`src/rtl/startup_pkg.sv`:
```
// Shared types and defaults for the PROGRAM request responder.
package startup_pkg;

    typedef enum logic [1:0] {
        WAIT_EOS,
        IDLE,
        QUIESCE,
        ACK
    } state_t;

    localparam int DEF_SYNC_STAGES    = 2;
    localparam int DEF_TIMEOUT_CYCLES = 1024;

endpackage

```
`src/rtl/startup_sync.sv`:
```
// Multi-flop synchronizer for an asynchronous level; async reset to 0.
module startup_sync #(
    parameter int STAGES = 2
) (
    input  logic i_clk,
    input  logic i_rst,
    input  logic i_d,
    output logic o_q
);

    logic [STAGES-1:0] r_chain;

    always_ff @(posedge i_clk or posedge i_rst) begin
        if (i_rst) begin
            r_chain <= '0;
        end else begin
            r_chain <= {r_chain[STAGES-2:0], i_d};
        end
    end

    assign o_q = r_chain[STAGES-1];

endmodule

```
`src/rtl/startup_prog_responder.sv`:
```
// PREQ/PACK responder: quiesces user logic before acknowledging PROGRAM.
// Define STARTUP_TIMEOUT_EN to build the QUIESCE_ACK timeout and TIMEOUT_FLAG.
module startup_prog_responder
    import startup_pkg::*;
#(
    parameter int SYNC_STAGES    = DEF_SYNC_STAGES,
    parameter int TIMEOUT_CYCLES = DEF_TIMEOUT_CYCLES
) (
    input  logic CLK,
    input  logic RST,
    input  logic EOS,
    input  logic PREQ,
    output logic PACK,
    output logic QUIESCE_REQ,
    input  logic QUIESCE_ACK,
    output logic BUSY,
    output logic TIMEOUT_FLAG
);

    if (SYNC_STAGES < 2 || SYNC_STAGES > 4 || TIMEOUT_CYCLES < 1) begin : g_bad_param
        $error("startup_prog_responder: parameter out of range");
    end

    logic   w_eos_s;
    logic   w_preq_s;
    state_t r_state;
    logic   r_pack;
    logic   r_qreq;
    logic   r_busy;

    startup_sync #(.STAGES(SYNC_STAGES)) u_sync_eos (
        .i_clk (CLK),
        .i_rst (RST),
        .i_d   (EOS),
        .o_q   (w_eos_s)
    );

    startup_sync #(.STAGES(SYNC_STAGES)) u_sync_preq (
        .i_clk (CLK),
        .i_rst (RST),
        .i_d   (PREQ),
        .o_q   (w_preq_s)
    );

`ifdef STARTUP_TIMEOUT_EN
    localparam int CW = $clog2(TIMEOUT_CYCLES + 1);
    localparam logic [CW-1:0] LAST = CW'(TIMEOUT_CYCLES - 1);

    logic [CW-1:0] r_cnt;
    logic          r_tflag;

    assign TIMEOUT_FLAG = r_tflag;
`else
    assign TIMEOUT_FLAG = 1'b0;
`endif

    // Outputs are assigned alongside each transition so they track next-state.
    always_ff @(posedge CLK or posedge RST) begin
        if (RST) begin
            r_state <= WAIT_EOS;
            r_pack  <= 1'b0;
            r_qreq  <= 1'b0;
            r_busy  <= 1'b1;
`ifdef STARTUP_TIMEOUT_EN
            r_cnt   <= '0;
            r_tflag <= 1'b0;
`endif
        end else begin
            unique case (r_state)
                WAIT_EOS: begin
                    if (w_eos_s) begin
                        r_state <= IDLE;
                        r_busy  <= 1'b0;
                    end
                end
                IDLE: begin
                    if (w_preq_s) begin
                        r_state <= QUIESCE;
                        r_qreq  <= 1'b1;
                        r_busy  <= 1'b1;
`ifdef STARTUP_TIMEOUT_EN
                        r_cnt   <= '0;
`endif
                    end
                end
                QUIESCE: begin
                    if (!w_preq_s) begin
                        r_state <= IDLE;
                        r_qreq  <= 1'b0;
                        r_busy  <= 1'b0;
`ifdef STARTUP_TIMEOUT_EN
                        r_cnt   <= '0;
`endif
                    end else if (QUIESCE_ACK) begin
                        r_state <= ACK;
                        r_pack  <= 1'b1;
                    end
`ifdef STARTUP_TIMEOUT_EN
                    else if (r_cnt == LAST) begin
                        r_state <= ACK;
                        r_pack  <= 1'b1;
                        r_tflag <= 1'b1;
                    end else begin
                        r_cnt <= r_cnt + 1'b1;
                    end
`endif
                end
                ACK: begin
                    if (!w_preq_s) begin
                        r_state <= IDLE;
                        r_pack  <= 1'b0;
                        r_qreq  <= 1'b0;
                        r_busy  <= 1'b0;
                    end
                end
                default: begin
                    r_state <= WAIT_EOS;
                    r_pack  <= 1'b0;
                    r_qreq  <= 1'b0;
                    r_busy  <= 1'b1;
                end
            endcase
        end
    end

    assign PACK        = r_pack;
    assign QUIESCE_REQ = r_qreq;
    assign BUSY        = r_busy;

endmodule

```
`config.mk`:
```
export PLATFORM = sky130hd
export DESIGN_NAME = startup_prog_responder
export DESIGN_NICKNAME = d
export VERILOG_FILES = /design/src/rtl/startup_pkg.sv /design/src/rtl/startup_sync.sv /design/src/rtl/startup_prog_responder.sv
export SDC_FILE = /design/constraint.sdc
export NUM_CORES = 1
export LEC_CHECK = 0
export BUFFER_PORTS_ARGS = -buffer_cell sky130_fd_sc_hd__buf_2
export CAP_MARGIN = 20
export CORE_AREA = 2 2 39 41
export DETAILED_ROUTE_END_ITERATION = 10
export DIE_AREA = 0 0 41 43
export PLACE_DENSITY = 0.6
export RECOVER_POWER = 25
export SKIP_CTS_REPAIR_TIMING = 1
export SLEW_MARGIN = 20
export SYNTH_ARGS = -nofsm -noshare
export SYNTH_HDL_FRONTEND = slang
export SYNTH_SLANG_ARGS = --single-unit
export TNS_END_PERCENT = 5
```
`constraint.sdc`:
```
create_clock -name CLK -period 2.13 [get_ports CLK]
set_input_delay 0.213 -clock CLK [delete_from_list [all_inputs] [get_ports CLK]]
set_output_delay 0.213 -clock CLK [all_outputs]
set_load 0.03 [all_outputs]
```
* After elaboration in Yosys (flattened, before gate mapping)
Cells that the tools add are included.
** Cells by class
- Equality and inequality tests :: 10
- Muxes and demuxes :: 14
- Reduce and logical (&&, ||, !) cells :: 8
** Operators by type and width (count)
- 2-to-1 mux 2 bit :: 5
- one-hot mux 2 bit (4 select lines) :: 1
- AND reduction 4 bit :: 2
- != test 2 x 1 -> 1 bit, second input constant :: 3
- != test 2 bit, second input constant :: 3
- AND reduction 3 bit :: 2
- 2-to-1 mux 1 bit :: 5
- == test 2 bit, second input constant :: 2
- one-hot mux 1 bit (2 select lines) :: 2
- nonzero test 2 bit :: 2
- != test 3 bit, second input constant :: 1
- one-hot mux 1 bit (3 select lines) :: 1
- == test 2 x 1 -> 1 bit, second input constant :: 1
- zero test 2 bit :: 1
- OR reduction 2 bit :: 1
** Word-level totals
- Register bits :: 9
- Bits of input ports :: 5
- Output and inout bits :: 4
- Word-level logic and storage cells :: 38

* Depth between registers and ports, before layout
Gate-level depths: netlist of the first run.
- Depth in word-level cells :: 4
- Gate-level depth with buffers :: 6
- Mapped depth without buffers :: 6

* Modules after synthesis
From an unflattened synthesis of the first run, not the netlist that was laid out.
** Unflattened totals
- Cell total of the unflattened synthesis :: 45
- Area total of the unflattened synthesis :: 486.7 um^2
** By module, submodules not included
- startup_prog_responder :: instances 1, cells an instance 39, area an instance 379.1 um^2, seq. area each 126.4 um^2
- startup_sync :: instances 2, cells an instance 3, area an instance 53.8 um^2, seq. area each 50.0 um^2

* Worst setup path after synthesis of the first run
No wires, ideal clock.
- Path kind :: flip-flop to flip-flop
- Start :: register r_state[1]
- End :: register r_qreq (netlist: QUIESCE_REQ)
- Setup time :: 0.125 ns
- Arrival :: 1.403 ns
- Required time :: 2.005 ns
- Path slack :: 0.602 ns
- Cell stages (with the launch flop) :: 6
- Buffers on the path :: 0
- Period minus slack after synthesis :: 1.528 ns
- Cell sequence :: dfrtp_1 -> inv_1 -> ha_1 -> nor2b_1 -> a211oi_1 -> mux2_2
** Between the ends
- Longest elaborated chain between the ends :: 4
- Elaborated cells on any way between the ends :: 9
- Classes of those cells :: 5 x eq/ne; 1 x mux; 3 x reduce/logical
** Ends and longest elaborated chain
- from (decl) :: line startup_prog_responder.sv:26 : state_t r_state;
- from (signal assigned) :: line startup_prog_responder.sv:60 : r_state <= WAIT_EOS;
- from (signal assigned) :: line startup_prog_responder.sv:72 : r_state <= IDLE;
- from (signal assigned) :: line startup_prog_responder.sv:78 : r_state <= QUIESCE;
- == test 2 bit :: line startup_prog_responder.sv:69 : unique case (r_state)
- OR reduction 2 bit (no source line)
- != test 2 bit (no source line) / nonzero test 2 bit (equally long branches)
- AND reduction 3 bit (no source line)
- to (signal assigned) :: line startup_prog_responder.sv:62 : r_qreq <= 1'b0;
- to (signal assigned) :: line startup_prog_responder.sv:79 : r_qreq <= 1'b1;
- to (signal assigned) :: line startup_prog_responder.sv:89 : r_qreq <= 1'b0;
- to (decl) :: line startup_prog_responder.sv:28 : logic r_qreq;
Several ways; a longest one is shown, not always the timed one.
A chain may end at the register's enable or synchronous reset.

* Worst setup path after layout of the first run
Same ends and word-level chain as after synthesis.

==> results.md, run 1 <==
- Vias: roughly 310
- Final number of setup-violating endpoints: 0
- First-pass GRT wire length: 1210 um
- Critical path launch point type: flip-flop
- Post-synthesis sequential area ratio: 0.484
- Crit path max fanout: 7
- DR WL/cell: ~10 um
- Layout area overhead: 17.9%
- Vias in the first global route: 304
- CTS tree: built
- XOR/XNOR Fraction of Synth Area: 0
- Worst Hold Depth: 1
- Mux cell area share after synthesis: 0.102
- FILL cells: 138
- Mean Syn Cell Area: between 10 and 15 um2
- Synth cell types: 20
- Critical path arrival: between 1.5 and 2 ns
- CTS max path bufs: 2
- Grt total ovfl: 0
- Required time of the critical path: approximately 2.3 ns
- Pleak: approximately 0.00027 uW
- Crit-path slowest cell: dfrtp_1
- Clock skew: ~0.0029 ns
- Post-Route Utilization: 0.399
- Final WL: slightly below 700 um
- DIE WIDTH: just over 40 um
- H-tree lvl count: 1
- Fraction of layout cells with a size suffix above 1: 0.283
- IO Count: 9
- RSZ-0062 raised after global routing: false
- Syn Nets: 53
- Tmin final: about 1.7 ns
- Inserted Clock Buffers: 3
- Max stage delay on crit path: around 0.46 ns
- Hold Path Origin: EOS
- Outcome: completed
- Max_cap viols: 0
- Starting density of the core: 0.338
- Worst vdd ir: about 0.00061 V
- Worst Hold End: u_sync_eos.r_chain[0]
- Post-Synth Adder-Cell Area: 0.160
- DP HPWL: 515 um
- Rows: 14
- Top cells by area, synth: dfrtp_1 43%, ha_1 16%, dfstp_2 5.6%
- Tcrit/Tclk final: 0.789
- First-pass DRT Iterations: 3
- Die Area: 0.00176 mm2
- Fin cells: ~70
- PD cells: roughly 1300 mW/mm2
- CP Class: flip-flop to flip-flop
- Clock slew at reported path FFs: 0.06 ns
- Via density: around 4.5
- IO Port Bufs: 7
- Synthesized cell area: roughly 470 um2
- Worst r2r src: r_state[1]
- R2R cell count: 5
- Post-placement cell count: 64
- Worst-Skew Late Latency: around 0.26 ns
- CTS Sinks: 9
- Ys Warns: 0
- Reg2reg end: QUIESCE_REQ
- Area share of the largest cell type after synthesis: 0.428
- Synth area leader: dfrtp_1
- Hold Crit Class: primary input to flip-flop
- Residual DRC: 0
- Placer congestion estimate: 0.709
- Final Hold Viols: 0
- N_diodes: 0
- Cells after synthesis: 42
- Nature of the critical path endpoint: flip-flop
- Largest family of logic cells by synthesized area: adder cells
- Core box area: roughly 0.0014 mm2
- Number of synthesized register bits: 9
- Violation count after the first detailed-routing iteration: 1
- Largest net degree at the start of global routing: 10
- Post-Synth Simple-Gate Area: 0.104
- Compound-Gate Fraction of Synth Area: 0.0936
- Fin Setup TNS: 0 ns
- Fin nets: 65
- Initial antenna violation count: 0
- Root Driver: clkbuf_4
- CP cell instances: inv_1 -> ha_1 -> nor2b_1 -> a211oi_1 -> mux2_2
- Routed Antenna Nets: 0
- R2R setup slack: around 0.45 ns
- Max Fclk: approximately 600 MHz
- Overall Global Routing Usage: 0.106
- Die H: ~43 um
- Slew Limit Fails: 0
==> state kept, by name, indices dropped and copies added, names as in the netlist <==
name,cells
u_sync_eos.r_chain,2
PACK,1
BUSY,1
r_state,2
u_sync_preq.r_chain,2
QUIESCE_REQ,1
==> where the power goes <==
group          leakage (uW)  switching, uW  internal [uW]
registers          0.000102           44.1            227
logic              0.000154            183            161
clock network     0.0000150           58.1           72.1
total              0.000271            285            460
==> worst max path at each step <==
stage                     startpoint     endpoint  slack [ns]  cells past startpoint
after CTS                 r_state[1]  QUIESCE_REQ        0.45                      5
after global routing      r_state[1]  QUIESCE_REQ        0.34                      5
after floorplan           r_state[1]  QUIESCE_REQ        0.60                      5
final                     r_state[1]  QUIESCE_REQ        0.45                      5
after global placement    r_state[1]  QUIESCE_REQ        0.47                      5
after detailed placement  r_state[1]  QUIESCE_REQ        0.46                      5
==> per-stage QoR <==
step	power, uW	hold slack (ns)	instance area (um2)	worst slack [ns]
after floorplan	545	0.0402	468	0.602
after global placement	615	0.192	515	0.474
after detailed placement	616	0.196	515	0.462
after CTS	754	-0.0871	542	0.449
after global routing	813	0.0420	552	0.345
final	745	0.0584	552	0.450
==> cells by family (layout without fill, tap and decap cells) <==
group,Yosys count,in the layout
flops,9,9
compound gates,7,7
simple gates,10,10
buf+inv,5,16
fa+ha+maj,6,6
other cells,1,1
mux,4,4
==> final cells by class <==
type,instances,area [um2],share of cell area
Sequential cell,9,226,0.410
Clock buffer,4,26.3,0.0476
Inverter,4,15.0,0.0272
Multi-Input combinational cell,28,219,0.397
Tap cell,16,20.0,0.0363
Timing Repair Buffer,8,45.0,0.0816
==> synth_stat cells (all sizes together) <==
library cell,count
dfrtp,8
ha,6
inv,4
mux2,3
nand2,3
nor2b,3
o21ai,3
a21oi,2
nor2,2
a211oi,1
a21o,1
buf,1
conb,1
dfstp,1
mux2i,1
nand2b,1
nand3,1
==> per-layer routing <==
layer / wire, um / track usage / vias up
li1: - / - / 156
met1: 356 / 0.127 / 140
met2: 282 / 0.150 / 9
met3: 37 / 0.0471 / 3
met4: 18 / 0.0600 / 0
met5: 0 / 0 / -
==> layout by cell type, fill, tap and decap left out, types with 2 or more instances in the layout <==
master and count:
dfrtp_1 8, nor2_1 2, buf_2 7, nand2_1 3, inv_1 4, o21ai_0 2
clkbuf_4 3, ha_1 6, mux2_2 2, nor2b_1 3
==> worst max-delay path: cells and delay by family (launching register included) <==
family | cells | cell delay, ns
simple gates | 1 | 0.16
compound gates | 1 | 0.25
flops | 1 | 0.46
buf+inv | 1 | 0.12
mux | 1 | 0.36
fa+ha+maj | 1 | 0.22
Note: power is estimated with default switching activity, not from simulation.
==> run 2: changes to the inputs <==
ABC_AREA = 1   (was unset)
CORE_AREA = unset   (was 2 2 39 41)
CORE_MARGIN = 1   (was unset)
CORE_UTILIZATION = 40   (was unset)
DIE_AREA = unset   (was 0 0 41 43)
PLACE_DENSITY = 0.65   (was 0.6)
clock period = 1.75 ns   (was 2.13 ns; I/O delays follow)
==> results.md, run 2 <==
- Routed Antenna Nets: 0
- CP Buf/Inv Count: 1
- Multi-input gate area: between 200 and 250 um2
- DIE WIDTH: around 39 um
- CTS tree: built
- Violation count after the first detailed-routing iteration: 12
- Final Hold Viols: 0
- Outcome: completed
- Fraction of layout cells with a size suffix above 1: 0.208
- PD cells: approximately 1600 mW/mm2
- RSZ-0062 raised after global routing: false
- Layout area overhead: 13.3%
- Number of synthesized register bits: 9
- Synthesized cell area: about 540 um2
- First-pass GRT wire length: around 1400 um
- Max Fclk: approximately 740 MHz
- Worst vdd ir: 0.000751 V
- Required time of the critical path: about 1.9 ns
- Synth area leader: dfrtp_1
- Grt total ovfl: 0
- Rows: 12
- Top cells by area, synth: dfrtp_1 37%, nand2_1 15%, ha_1 14%
- Fin Setup TNS: 0 ns
- Combinational power share: 0.495
- Dpl cell area: 571 um2
- Family with the most delay on the worst path: flip-flops
- Critical path arrival: 1.49 ns
- Final WL: 856 um
- H-tree lvl count: 1
- Psw: 443 uW
- IO Count: 9
- Commonest non-fill, non-tap cell in the layout: nand2_1
- Biggest regs: r_state (2), u_sync_eos.r_chain (2), u_sync_preq.r_chain (2)
- Clock skew: 0.00880 ns
- Residual DRC: 0
- Design area: ~600 um2
- Number of synthesized flops with an enable pin: 0
- Post-synth ARST share: 1.00
- Overall Global Routing Usage: 0.138
- IO Port Bufs: 7
- DP HPWL: between 600 and 700 um
- Top FF cell, synth: dfrtp_1
- Slew Limit Fails: 0
- Pleak: roughly 0.00035 uW
- Most frequent cells after synthesis: 21 x nand2_1, 11 x inv_1, 8 x dfrtp_1, 6 x ha_1, 6 x nand3_1
- Mean Syn Cell Area: between 8 and 9 um2
- Vias: ~420
- Most frequent CP cell: nand2_1
- Reg power frac: 0.342
- Start point of the critical path: r_state[0]
- Area share of the largest cell type after synthesis: 0.373
- Tmin final: between 1 and 1.5 ns
- Cells after synthesis: 67
- Ys Warns: 0
- Initial antenna violation count: 0
- Clock slew at reported path FFs: about 0.07 ns
- CP Class: flip-flop to flip-flop
- N_diodes: 0
- Starting density of the core: 0.458
- Final number of setup-violating endpoints: 0
- Via density: 4.58
- Commonest cells after routing, fill and taps aside: 21 x nand2_1, 11 x inv_1, 8 x dfrtp_1
- Fin nets: 89
- Sw Share: 0.457
- CTS Sinks: 9
- Post-synthesis sequential area ratio: 0.422
- Inserted Clock Buffers: 3
- Clock network power share: 0.163
- Synth cell types: 18
- Nature of the critical path endpoint: flip-flop
- Internal power: ~530 uW
- Max_cap viols: 0
- Crit path max fanout: 6
- First-pass DRT Iterations: 4
- Syn Nets: between 70 and 80
- Post-Route Utilization: 0.519
- Core box area: between 0.001 and 0.0015 mm2
- CP cell instances: inv_1 -> ha_1 -> o21ai_0 -> nand2_1 -> nand2_1 -> nand2_1
- Critical path launch point type: flip-flop
- Hold Path Origin: EOS
- Placer congestion estimate: about 0.87
- Most frequent cell after synthesis: nand2_1
- Die H: around 39 um
- CTS max path bufs: 2
- Max stage delay on crit path: 0.45 ns
- FILL cells: around 100
- Root Driver: clkbuf_4
- Worst-Skew Late Latency: roughly 0.26 ns
- Die Area: 0.00149 mm2
- Worst r2r src: r_state[0]
- DR WL/cell: between 9 and 10 um
- Hold Crit Class: primary input to flip-flop
- Largest net degree at the start of global routing: 10
- Crit-path slowest cell: dfrtp_1
- Tcrit/Tclk final: 0.768
- Vias in the first global route: 352
- Reg area: approximately 230 um2
-- run 2: cell types whose count changed in the layout (fill, tap and decap cells not counted), sizes merged, moves of 2 or more --
cell   previous run  this run
nand4             0         2
mux2              3         0
nand3             1         6
nor2b             3         0
nand2             3        23
inv               4        13
-- run 2: metal layers --
metal	wire, um	global-route usage	up-vias
met3	51	0.0694	4
met2	387	0.225	16
met5	0	0	-
li1	-	-	221
met1	404	0.153	176
met4	12	0.0517	0
-- run 2: final timing paths --
check                      slack [ns]                     end  depth (start not counted)
min in group asynchronous        0.41              r_state[0]                          3
max in group asynchronous        1.04                    BUSY                          3
hold / removal                   0.01   u_sync_eos.r_chain[0]                          1
setup reg to reg                 0.41                    PACK                          6
hold reg to reg                  0.35  u_sync_preq.r_chain[1]                          0
setup / recovery                 0.41                    PACK                          6
-- run 2: stage by stage --
stage / power [uW] / hold WS (ns) / cells / worst slack [ns]
6_report: 969 / 0.0128 / 91 / 0.406
5_1_grt: 1060 / 0.00912 / 91 / 0.259
4_1_cts: 975 / -0.131 / 90 / 0.399
3_5_place_dp: 816 / 0.153 / 86 / 0.415
3_3_place_gp: 802 / 0.140 / 86 / 0.435
2_1_floorplan: 709 / 0.00220 / 67 / 0.537
-- run 2: layout make-up --
class                      instances  area share
clock inverter                     1     0.00823
inverter                          13      0.0844
sequential                         9       0.372
clock buffer                       3      0.0370
tap                               14      0.0288
timing repair buffer               8      0.0741
multi-input combinational         43       0.395
-- run 2: logic make-up after synthesis --
| kind of cell | Yosys count | share of synthesized area |
|---|---|---|
| and+or+nand+nor | 33 | 0.273 |
| buffers and inverters | 15 | 0.131 |
| adders and majority gates | 6 | 0.140 |
| other | 1 | 0.00699 |
| DFF | 9 | 0.422 |
| AOI/OAI and AO/OA | 3 | 0.0279 |
-- run 2: worst reg2reg max path: cells and delay by family (launching register included) --
family	cells	cell delay (ns)
AND/OR/NAND/NOR	3	0.19
AO/OA/AOI/OAI	1	0.24
buffers and inverters	1	0.11
adder cells (fa/ha/maj)	1	0.25
flip-flops	1	0.45
-- run 2: power groups by stage --
stage,clock network (uW),logic [uW],registers [uW]
CTS,162,481,332
global placement,0,471,331
global route,174,546,339
finish,158,480,331
detailed placement,0,480,336
floorplan,0,322,387
==> run 3: changes to the inputs <==
PLACE_DENSITY = 0.67   (was 0.65)
clock period = 1.2 ns   (was 1.75 ns; I/O delays follow)
==> results.md, run 3 (same netlist as run 2, synthesis figures left out) <==
- Tcrit/Tclk final: 1.00
- Commonest non-fill, non-tap cell in the layout: nand2_1
- Outcome: finished, violations left
- CP cell instances: inv_2 -> ha_4 -> nand2_2 -> nand2_2 -> nand2_2 -> nand3_1 -> nand2_1
- Hold Crit Class: primary input to flip-flop
- Fin cells: 96
- WHS: 0.301 ns
- Psw: roughly 760 uW
- First-pass GRT wire length: roughly 1500 um
- Vias: around 440
- Via density: 4.61
- Initial antenna violation count: 0
- Final WL: 1070 um
- Most frequent CP cell: nand2_2
- Vias in the first global route: 380
- Largest net degree at the start of global routing: 10
- Root Driver: clkbuf_4
- DP HPWL: roughly 670 um
- CP Buf/Inv Count: 1
- Final number of setup-violating endpoints: 1
- Worst vdd ir: roughly 0.0010 V
- CTS tree: built
- Clock skew: around 0.011 ns
- Nature of the critical path endpoint: flip-flop
- Reg power frac: 0.308
- Critical path arrival: around 1.4 ns
- Crit path max fanout: 6
- IO Port Bufs: 7
- Grt total ovfl: 0
- Die Area: between 0.001 and 0.0015 mm2
- Combinational power share: 0.542
- Final Hold Viols: 0
- Routed Antenna Nets: 0
- Post-placement cell count: 88
- DR WL/cell: approximately 11 um
- Layout area overhead: 32.2%
- Crit-path slowest cell: dfrtp_2
- Slew Limit Fails: 0
- Sw Share: 0.455
- Inserted Clock Buffers: 3
- Required time of the critical path: 1.36 ns
- Failing checks: negative setup slack
- Worst setup margin: -0.00288 ns
- Clock network power share: 0.150
- CTS max path bufs: 2
- Max stage delay on crit path: roughly 0.46 ns
- CP Class: flip-flop to flip-flop
- Die H: around 39 um
- Worst-Skew Late Latency: approximately 0.28 ns
- DIE WIDTH: 38.6 um
- Starting density of the core: 0.458
- Pleak: ~0.00037 uW
- Critical path launch point type: flip-flop
- Family with the most delay on the worst path: flip-flops
- RSZ-0062 raised after global routing: true
- N_diodes: 0
- Residual DRC: 0
- Tmin final: around 1.2 ns
- Rows: 12
- IO Count: 9
- Placer congestion estimate: between 0.7 and 0.8
- Core box area: ~0.0012 mm2
- Violation count after the first detailed-routing iteration: 3
- Pre-CTS setup slack: -0.127 ns
- Internal power: approximately 900 uW
- Fraction of layout cells with a size suffix above 1: 0.415
- Commonest cells after routing, fill and taps aside: 16 x nand2_1, 8 x inv_1, 7 x buf_2
- Max_cap viols: 0
- First-pass DRT Iterations: 2
- H-tree lvl count: 1
- CTS Sinks: 9
- Biggest regs: r_state (2), u_sync_eos.r_chain (2), u_sync_preq.r_chain (2)
- Overall Global Routing Usage: 0.155
- Clock slew at reported path FFs: ~0.070 ns
- Max Fclk: ~830 MHz
- Fin nets: 94
- PD cells: between 2000 and 2500 mW/mm2
run 3: cell count changes in the layout (fill, tap and decap cells not counted), sizes merged:
cell         change
buf              +3
clkbuf           +1
clkinv           -1
dlygate4sd3      +2
run 3: final timing paths:
path	from	end	slack, ns	cells past startpoint
worst max register to register	r_state[0]	r_state[0]	-0.003	7
worst max-delay path	r_state[0]	r_state[0]	-0.003	7
worst min register to register	u_sync_preq.r_chain[0]	u_sync_preq.r_chain[1]	0.35	0
min in group asynchronous	RST	QUIESCE_REQ	0.33	3
worst min-delay path	QUIESCE_ACK	r_state[1]	0.30	6
max in group asynchronous	RST	BUSY	0.57	3
run 3: per-layer routing:
layer,routed length [um],up-vias,part of all wire,global-route usage
met5,0,-,0,0
met4,54,0,0.051,0.103
met3,46,7,0.043,0.0694
met2,520,11,0.49,0.242
met1,447,197,0.42,0.166
li1,-,228,-,-
run 3: power groups by stage:
stage,Clock [uW],Combinational [uW],Sequential (uW)
after global routing,269,1000,531
after floorplan,0,472,564
after detailed placement,0,728,489
final,249,899,512
after global placement,0,735,480
after CTS,252,739,482
run 3: area by class of cell:
| cell class | count | area [um2] |
|---|---|---|
| inverters | 13 | 53.8 |
| flip-flops and latches | 9 | 229 |
| well taps | 14 | 17.5 |
| multi-input cells | 43 | 292 |
| fillers | 101 | 462 |
| repair buffers | 13 | 91.3 |
| clock buffers | 4 | 26.3 |
run 3: metrics by stage:
stage	setup TNS [ns]	util	cell area (um2)	power (uW)
CTS	-0.521	0.522	612	1470
floorplan	0	-	537	1040
global route	-0.277	0.606	709	1800
detailed placement	-0.448	0.500	586	1220
finish	-0.00288	0.606	709	1660
global placement	-0.310	0.500	586	1210
run 3: worst reg2reg max path, stage by stage, from the launching register on:
cell     delay (ns)
dfrtp_2        0.46
inv_2          0.12
ha_4           0.18
nand2_2        0.07
nand2_2        0.07
nand2_2        0.05
nand3_1        0.08
nand2_1        0.05
